**config.mk**
```make
export PLATFORM = sky130hd
export DESIGN_NAME = uart_cmd_paddle
export DESIGN_NICKNAME = d
export VERILOG_FILES = /design/src/rtl/uart_cmd_paddle.sv
export SDC_FILE = /design/constraint.sdc
export NUM_CORES = 1
export LEC_CHECK = 0
export CORE_ASPECT_RATIO = 1.4
export CORE_MARGIN = 2
export CORE_UTILIZATION = 57
export CTS_BUF_LIST = sky130_fd_sc_hd__clkbuf_4
export CTS_CLUSTER_SIZE = 14
export DETAILED_ROUTE_END_ITERATION = 8
export GPL_TIMING_DRIVEN = 1
export PLACE_DENSITY = 0.8
export SKIP_LAST_GASP = 1
export SLEW_MARGIN = 25
export SYNTH_ARGS = -nofsm -noshare
export SYNTH_HDL_FRONTEND = slang
export SYNTH_SLANG_ARGS = --single-unit
```
**constraint.sdc**
```tcl
create_clock -name clk -period 2.6 [get_ports clk]
set_input_delay 0.52 -clock clk [delete_from_list [all_inputs] [get_ports clk]]
set_output_delay 0.52 -clock clk [all_outputs]
set_load 0.1 [all_outputs]
```
**src/rtl/uart_cmd_paddle.sv**
```systemverilog
// uart_cmd_paddle: decodes UART command bytes into two paddle motion FSMs with hold timers, pause and restart.
// Ports:
//   clk        - single clock
//   reset      - synchronous, active-low reset
//   byte_in    - received byte, valid when byte_valid=1
//   byte_valid - one-cycle strobe qualifying byte_in
//   frame_tick - one-cycle strobe per video frame
//   paddle_l   - left paddle position (registered)
//   paddle_r   - right paddle position (registered)
//   pause      - game paused level (registered)
//   restart    - one-cycle restart pulse (registered)
//   cmd_err    - one-cycle pulse on an unrecognised byte (registered)
module uart_cmd_paddle #(
    parameter int PADDLE_MIN  = 0,
    parameter int PADDLE_MAX  = 400,
    parameter int STEP        = 4,
    parameter int HOLD_FRAMES = 8,
    parameter int Y_INIT      = 200
) (
    input  logic       clk,
    input  logic       reset,
    input  logic [7:0] byte_in,
    input  logic       byte_valid,
    input  logic       frame_tick,
    output logic [9:0] paddle_l,
    output logic [9:0] paddle_r,
    output logic       pause,
    output logic       restart,
    output logic       cmd_err
);
    typedef enum logic [1:0] {IDLE, UP, DOWN} state_t;

    state_t     st_l, st_r;
    logic [3:0] hold_l, hold_r;
    logic [7:0] cmd;

    // Only upper-case letters are folded; other codes compare as received.
    always_comb cmd = (byte_in >= 8'h41 && byte_in <= 8'h5A) ? (byte_in | 8'h20) : byte_in;

    // Saturating step in 11 bits so pos+STEP cannot wrap before the limit check.
    function automatic logic [9:0] step_pos(input logic [9:0] pos, input state_t st);
        logic [10:0] p;
        p = {1'b0, pos};
        if (st == UP)
            return (p + 11'(STEP) > 11'(PADDLE_MAX)) ? 10'(PADDLE_MAX) : 10'(p + 11'(STEP));
        if (st == DOWN)
            return (p < 11'(PADDLE_MIN + STEP)) ? 10'(PADDLE_MIN) : 10'(p - 11'(STEP));
        return pos;
    endfunction

    // Movement is applied first; a command in the same cycle is assigned later
    // and therefore overrides the movement's state/hold update.
    always_ff @(posedge clk) begin
        if (!reset) begin
            paddle_l <= 10'(Y_INIT);
            paddle_r <= 10'(Y_INIT);
            st_l     <= IDLE;
            st_r     <= IDLE;
            hold_l   <= 4'd0;
            hold_r   <= 4'd0;
            pause    <= 1'b0;
            restart  <= 1'b0;
            cmd_err  <= 1'b0;
        end else begin
            restart <= 1'b0;
            cmd_err <= 1'b0;
            if (frame_tick && !pause) begin
                if (st_l != IDLE) begin
                    paddle_l <= step_pos(paddle_l, st_l);
                    hold_l   <= (hold_l == 4'd0) ? 4'd0 : hold_l - 4'd1;
                    if (hold_l <= 4'd1) st_l <= IDLE;
                end
                if (st_r != IDLE) begin
                    paddle_r <= step_pos(paddle_r, st_r);
                    hold_r   <= (hold_r == 4'd0) ? 4'd0 : hold_r - 4'd1;
                    if (hold_r <= 4'd1) st_r <= IDLE;
                end
            end
            if (byte_valid) begin
                case (cmd)
                    8'h77: begin st_l <= UP;   hold_l <= 4'(HOLD_FRAMES); end
                    8'h73: begin st_l <= DOWN; hold_l <= 4'(HOLD_FRAMES); end
                    8'h6F: begin st_r <= UP;   hold_r <= 4'(HOLD_FRAMES); end
                    8'h6C: begin st_r <= DOWN; hold_r <= 4'(HOLD_FRAMES); end
                    8'h78: begin
                        st_l   <= IDLE;
                        st_r   <= IDLE;
                        hold_l <= 4'd0;
                        hold_r <= 4'd0;
                    end
                    8'h70: pause <= ~pause;
                    8'h72: begin
                        paddle_l <= 10'(Y_INIT);
                        paddle_r <= 10'(Y_INIT);
                        st_l     <= IDLE;
                        st_r     <= IDLE;
                        hold_l   <= 4'd0;
                        hold_r   <= 4'd0;
                        pause    <= 1'b0;
                        restart  <= 1'b1;
                    end
                    default: cmd_err <= 1'b1;
                endcase
            end
        end
    end
endmodule

```
* After elaboration in Yosys (flattened, before gate mapping)
Cells that the tools add are included.
** Word-level totals
- ROM bits :: 0
- Logic and storage cells :: 111
- Output and inout bits :: 23
- Bits of input ports :: 12
- Memories kept :: 0
- Flip-flop bits (word level) :: 35
- Bits in writable memories :: 0
- Latch bits :: 0
** Cells by class
- Multiplexer cells :: 62
- Shift-type cells :: 0
- Order comparisons :: 8
- Add/subtract/negate cells :: 6
- Div/mod/pow operators :: 0
- Bitwise logic cells :: 1
- Reductions and logical operators :: 14
- Multipliers :: 0
- Eq/ne operators :: 11
** Operators with widths (count)
- $mux W10 :: 20
- $eq A8 B7 Y1 const B :: 7
- $mux W4 :: 8
- $add A10 B3 Y11 const B :: 2
- $gt A11 B9 Y1 const B :: 2
- $lt A10 B3 Y1 const B :: 2
- $mux W1 :: 20
- $sub A10 B3 Y10 const B :: 2
- $mux W2 :: 8
- $pmux W4 S2 :: 2
- $pmux W2 S3 :: 2
- $ge A8 B7 Y1 const B :: 1
- $le A4 B1 Y1 const B :: 2
- $le A8 B7 Y1 const B :: 1
- $logic_not A4 Y1 :: 2
- $sub A4 B1 Y4 const B :: 2
- $reduce_or A7 Y1 :: 1
- $mux W6 :: 1
- $reduce_bool A2 Y1 :: 3
- $reduce_or A2 Y1 :: 3
- $eq A2 B1 Y1 const B :: 2
- $eq A2 B2 Y1 const B :: 2
- $reduce_and A2 Y1 :: 2
- $logic_and A1 B1 Y1 :: 2
- 3 further kinds :: 3

* Depth between registers and ports, before layout
Gate-level depths: netlist of the first run.
- Depth after elaboration :: 15
- Gate-level depth with buffers :: 9
- Gate-level depth less buffers :: 8

* Least setup slack after synthesis of the first run
No wires, ideal clock.
- Kind :: reg-to-reg
- From :: register paddle_r[3]
- To :: register paddle_r[2]
- Buffers on the path :: 0
- Cell stages (with the launch flop) :: 8
- Path slack :: -0.034 ns
- Arrival time :: 2.518 ns
- Clock period less this slack :: 2.634 ns
- Setup time :: 0.117 ns
- Data required time :: 2.483 ns
- Path through :: dfxtp_1 -> ha_1 -> nand3_1 -> xnor2_1 -> nor3_1 -> o311ai_1 -> o21ai_1 -> a22o_1
** On the way
- Word-level cells in the longest chain between the ends :: 11
- Elaborated cells between the ends (all ways) :: 13
- Those cells by class :: add/sub (1); order compare (2); mux (10)
** Ends and longest elaborated chain
- start, declared :: line 26 : output logic [9:0] paddle_r,
- start signal, assigned :: line 56 : paddle_r <= 10'(Y_INIT);
- start signal, assigned :: line 74 : paddle_r <= step_pos(paddle_r, st_r);
- start signal, assigned :: line 94 : paddle_r <= 10'(Y_INIT);
- $add A10 B3 Y11
- $gt A11 B9 Y1 :: line 45 : return (p + 11'(STEP) > 11'(PADDLE_MAX)) ? 10'(PADDLE_MAX) : 10'(p + 11'(STEP));
- $mux W10 :: line 45
- $mux W10 :: line 44 : if (st == UP)
- $mux W10 :: line 46 : if (st == DOWN)
- $mux W10 :: line 48 : return pos;
- $mux W10 (*) :: line 46
- $mux W10 (*) :: line 73 : if (st_r != IDLE) begin
- $mux W10 (*) :: line 67 : if (frame_tick && !pause) begin
- $mux W10 :: line 80 : case (cmd)
- $mux W10 (*) :: line 79 : if (byte_valid) begin
Mark *: on every way between the ends. The rest lies on a longest branch, timed or not. The select of a mux whose other input is x is not followed.
A chain may end at the register's enable or synchronous reset.

* Worst setup path after layout of the first run
- From :: register paddle_l[3]
- To :: register paddle_l[1]
** On the way
- Word-level cells in the longest chain between the ends :: 11
- Elaborated cells between the ends (all ways) :: 13
- Those cells by class :: add/sub (1); order compare (2); mux (10)
** Ends and longest elaborated chain
- start, declared :: line 25 : output logic [9:0] paddle_l,
- start signal, assigned :: line 55 : paddle_l <= 10'(Y_INIT);
- start signal, assigned :: line 69 : paddle_l <= step_pos(paddle_l, st_l);
- start signal, assigned :: line 93 : paddle_l <= 10'(Y_INIT);
- $add A10 B3 Y11
- $gt A11 B9 Y1 :: line 45
- $mux W10 :: line 45
- $mux W10 :: line 44
- $mux W10 :: line 46
- $mux W10 :: line 48
- $mux W10 (*) :: line 46
- $mux W10 (*) :: line 68 : if (st_l != IDLE) begin
- $mux W10 (*) :: line 67
- $mux W10 :: line 80
- $mux W10 (*) :: line 79
Marks and branches as above.

==> metrics.cfg, run 1 <==
[outcome]
status=finished clean

[timing]
drv_slew=0
fin_skew_ns=0.0126
timing.fmax_mhz=451
setup_ws_ns=0.381
relSlewSlack=0.586
setup-tns-final_ns=0
rsz0062_at_grt=false
post-route-min-period_ns=2.22
setup_violations=0
worstMarginPinSlew_ns=0.617
finalHoldViolCount=0
min_period_over_period=0.854

[clock_tree]
htreeDepth=2
root_buffer=clkbuf_4
tritoncts=yes
post_cts_buffers=0
post_cts_resized=0
clock-sinks=35
clk_pin_slew_ns=0.12
cts_buffers=5
hold_buffers=0
max-clock-path-buffers=2
clock_latency_ns=0.35

[drt]
vias=2750
drt-total-wl_mm=6.58
via_per_inst=6.12
drt_pre_antenna_iters=4
wl_per_cell_um=14.7
drt_iter0_markers=236
final_antenna_net_count=0
drc=0

[worst_setup_path]
slowest_stage=dfxtp_2
rr_worst_depth=7
slowest_delay_ns=0.46
crit_required_ns=2.86
crit_family=compound AO/OA/AOI/OAI gates
rrSetupSlack_ns=0.38
arrival_ns=2.48
r2r_end=paddle_l[1]
worstSetupStartpointType=flip-flop
critPathBufInv=0
crit_fanout=11
path_class=reg -> reg
r2r-start=paddle_l[3]
crit_chain=ha_1, nand2b_1, o21ai_0, a31oi_1, o31ai_2, o21ai_1, a211oi_1
crit_path_end_kind=flip-flop

[layout]
multi_input_area_mm2=0.00179
fill_cells=432
diodes=0
register_area_um2=704
area_delta_synth_final_pct=16.1
final_nets=404
layout-drive-gt1-share=0.155

[grt]
grt_pass1_wl_mm=10.9
grtUsageTotal=0.263
grt_max_degree=18
globalRouteOverflowTotal=0
antenna_found_initial=0
grt_pass1_vias=2455

[hold_path]
hold_end=paddle_l[1]
hold_class=reg -> reg
worst_hold_startpoint=paddle_l[1]
holdPathStages=2

[die]
io_pins=35
row_count=29
die-area_mm2=0.00523
coreArea_mm2=0.00450
fp.dieW_um=61.7
start_util=0.590
die_y_um=84.8

[logic_synthesis]
async_reset_ff_frac=0
yosys_warnings=0
synthesis.area_mm2=0.00266
synth.avg_cell_area_um2=7.44
synth_ff_type=dfxtp_1
synth-seq-area-share=0.264
syn_inst=357
synth_nets=375
synth_edf_count=0
synth_cell_types=64
synth_seq_cells=35

[power_and_ir_drop]
p_sw_w=0.000278
combPwrFrac=0.118
leakage_nw=1.05
switching_share=0.288
power_frac_seq=0.567
ir_drop_mv=0.306
p_int_w=0.000687
p_total_w=0.000965
power.density_mw_per_mm2=313
clkPwrFrac=0.315

[placement]
place_ws_ns=0.117
gp_congestion=0.962
port_buffers=33
dp_hpwl_mm=4.99

[flow_run]
cap_viol_max_count=0

==> layer usage <==
| layer | track usage | vias to the layer above | part of all wire | wire (um) |
|---|---|---|---|---|
| met5 | 0 | - | 0 | 0 |
| met4 | 0.114 | 0 | 0.018 | 116 |
| met1 | 0.326 | 1298 | 0.44 | 2870 |
| li1 | - | 1369 | - | - |
| met3 | 0.0370 | 10 | 0.038 | 252 |
| met2 | 0.436 | 73 | 0.51 | 3340 |
==> metrics by stage <==
step / area [um2] / hold slack [ns] / util / cells
floorplan: 2660 / 0.475 / - / 357
global placement: 3030 / 0.442 / 0.673 / 441
detailed placement: 3030 / 0.450 / 0.673 / 441
CTS: 3080 / 0.467 / 0.685 / 449
global route: 3080 / 0.495 / 0.685 / 449
finish: 3080 / 0.465 / 0.685 / 449
==> placed cells by master, fill, tap and decap left out, types with 6 or more instances in the layout <==
master / n
xor2_1: 8
dfxtp_1: 32
ha_1: 6
nor4_1: 7
o21ai_0: 13
a21oi_1: 23
xnor2_1: 7
inv_1: 9
nand2_1: 33
nor2b_1: 7
o21ai_1: 7
nor2_1: 36
nor3_1: 23
nand2b_1: 11
clkdlybuf4s50_1: 10
buf_4: 40
nand3_1: 11
mux2i_1: 6
nand4_1: 7
==> worst min-delay path, stage by stage, from the launching register on <==
cell      delay (ns)
dfxtp_1         0.34
inv_1           0.05
a211oi_1        0.04
==> worst max-delay path by stage <==
| stage | start | end | slack, ns | cells after the start |
|---|---|---|---|---|
| 3_3_place_gp | byte_in[4] | paddle_r[2] | 0.14 | 6 |
| 5_1_grt | paddle_l[2] | paddle_l[1] | 0.22 | 7 |
| 6_report | paddle_l[3] | paddle_l[1] | 0.38 | 7 |
| 3_5_place_dp | byte_in[4] | paddle_r[2] | 0.12 | 6 |
| 4_1_cts | paddle_l[6] | paddle_l[1] | 0.38 | 6 |
| 2_1_floorplan | paddle_r[7] | paddle_r[5] | 0.07 | 7 |
==> cell type report <==
class,count,share of cell area
Clock inverter,3,0.00649
Sequential cell,35,0.228
Inverter,10,0.0122
Multi-Input combinational cell,283,0.579
Tap cell,62,0.0252
Clock buffer,5,0.0122
Timing Repair Buffer,51,0.136
==> synthesized netlist by cell type (3+ instances only) <==
cell      number  area [um2]
nor2_1        36         135
dfxtp_1       35         701
nand2_1       33         124
a21oi_1       23         115
nor3_1        23         115
clkbuf_1      17        63.8
o21ai_0       13        65.1
nand2b_1      11        68.8
nand3_1       11        55.1
buf_2          9        45.0
inv_1          9        33.8
xor2_1         8        70.1
nand4_1        7        43.8
nor2b_1        7        43.8
nor4_1         7        43.8
o21ai_1        7        35.0
xnor2_1        7        61.3
ha_1           6        75.1
mux2i_1        6        60.1
a211oi_1       5        37.5
a31oi_1        5        31.3
a22o_1         4        35.0
nor4b_1        4        35.0
a21boi_0       3        22.5
a32oi_1        3        26.3
and2_1         3        18.8
o211ai_1       3        22.5
o31ai_1        3        22.5
==> state kept, by name, summed over array words and instances, names as in the netlist, 2 cells and up <==
signal    cells
hold_l        4
hold_r        4
paddle_l     10
paddle_r     10
st_l          2
st_r          2
==> logic make-up after synthesis <==
logic type	Yosys count	synth area share
simple gates	160	0.313
compound gates	93	0.247
buf+inv	39	0.0636
flops	35	0.264
xor+xnor	15	0.0495
mux	9	0.0353
fa+ha+maj	6	0.0283
==> power groups by stage <==
stage	combinational, W	sequential [W]	clock, W
floorplan	0.0000535	0.000576	0
global placement	0.000112	0.000559	0
detailed placement	0.000113	0.000559	0
CTS	0.000114	0.000547	0.000315
global route	0.000121	0.000548	0.000329
finish	0.000114	0.000547	0.000304
(Power assumes the default switching activity.)
==> run 2: changes to the inputs <==
--- a/config.mk
+++ b/config.mk
@@ -5,6 +5,7 @@
 export SDC_FILE = /design/constraint.sdc
 export NUM_CORES = 1
 export LEC_CHECK = 0
+export CAP_MARGIN = 20
 export CORE_ASPECT_RATIO = 1.4
 export CORE_MARGIN = 2
 export CORE_UTILIZATION = 57
==> results of run 2 <==
Final layout, timing and power as in run 1 (identical DEF).
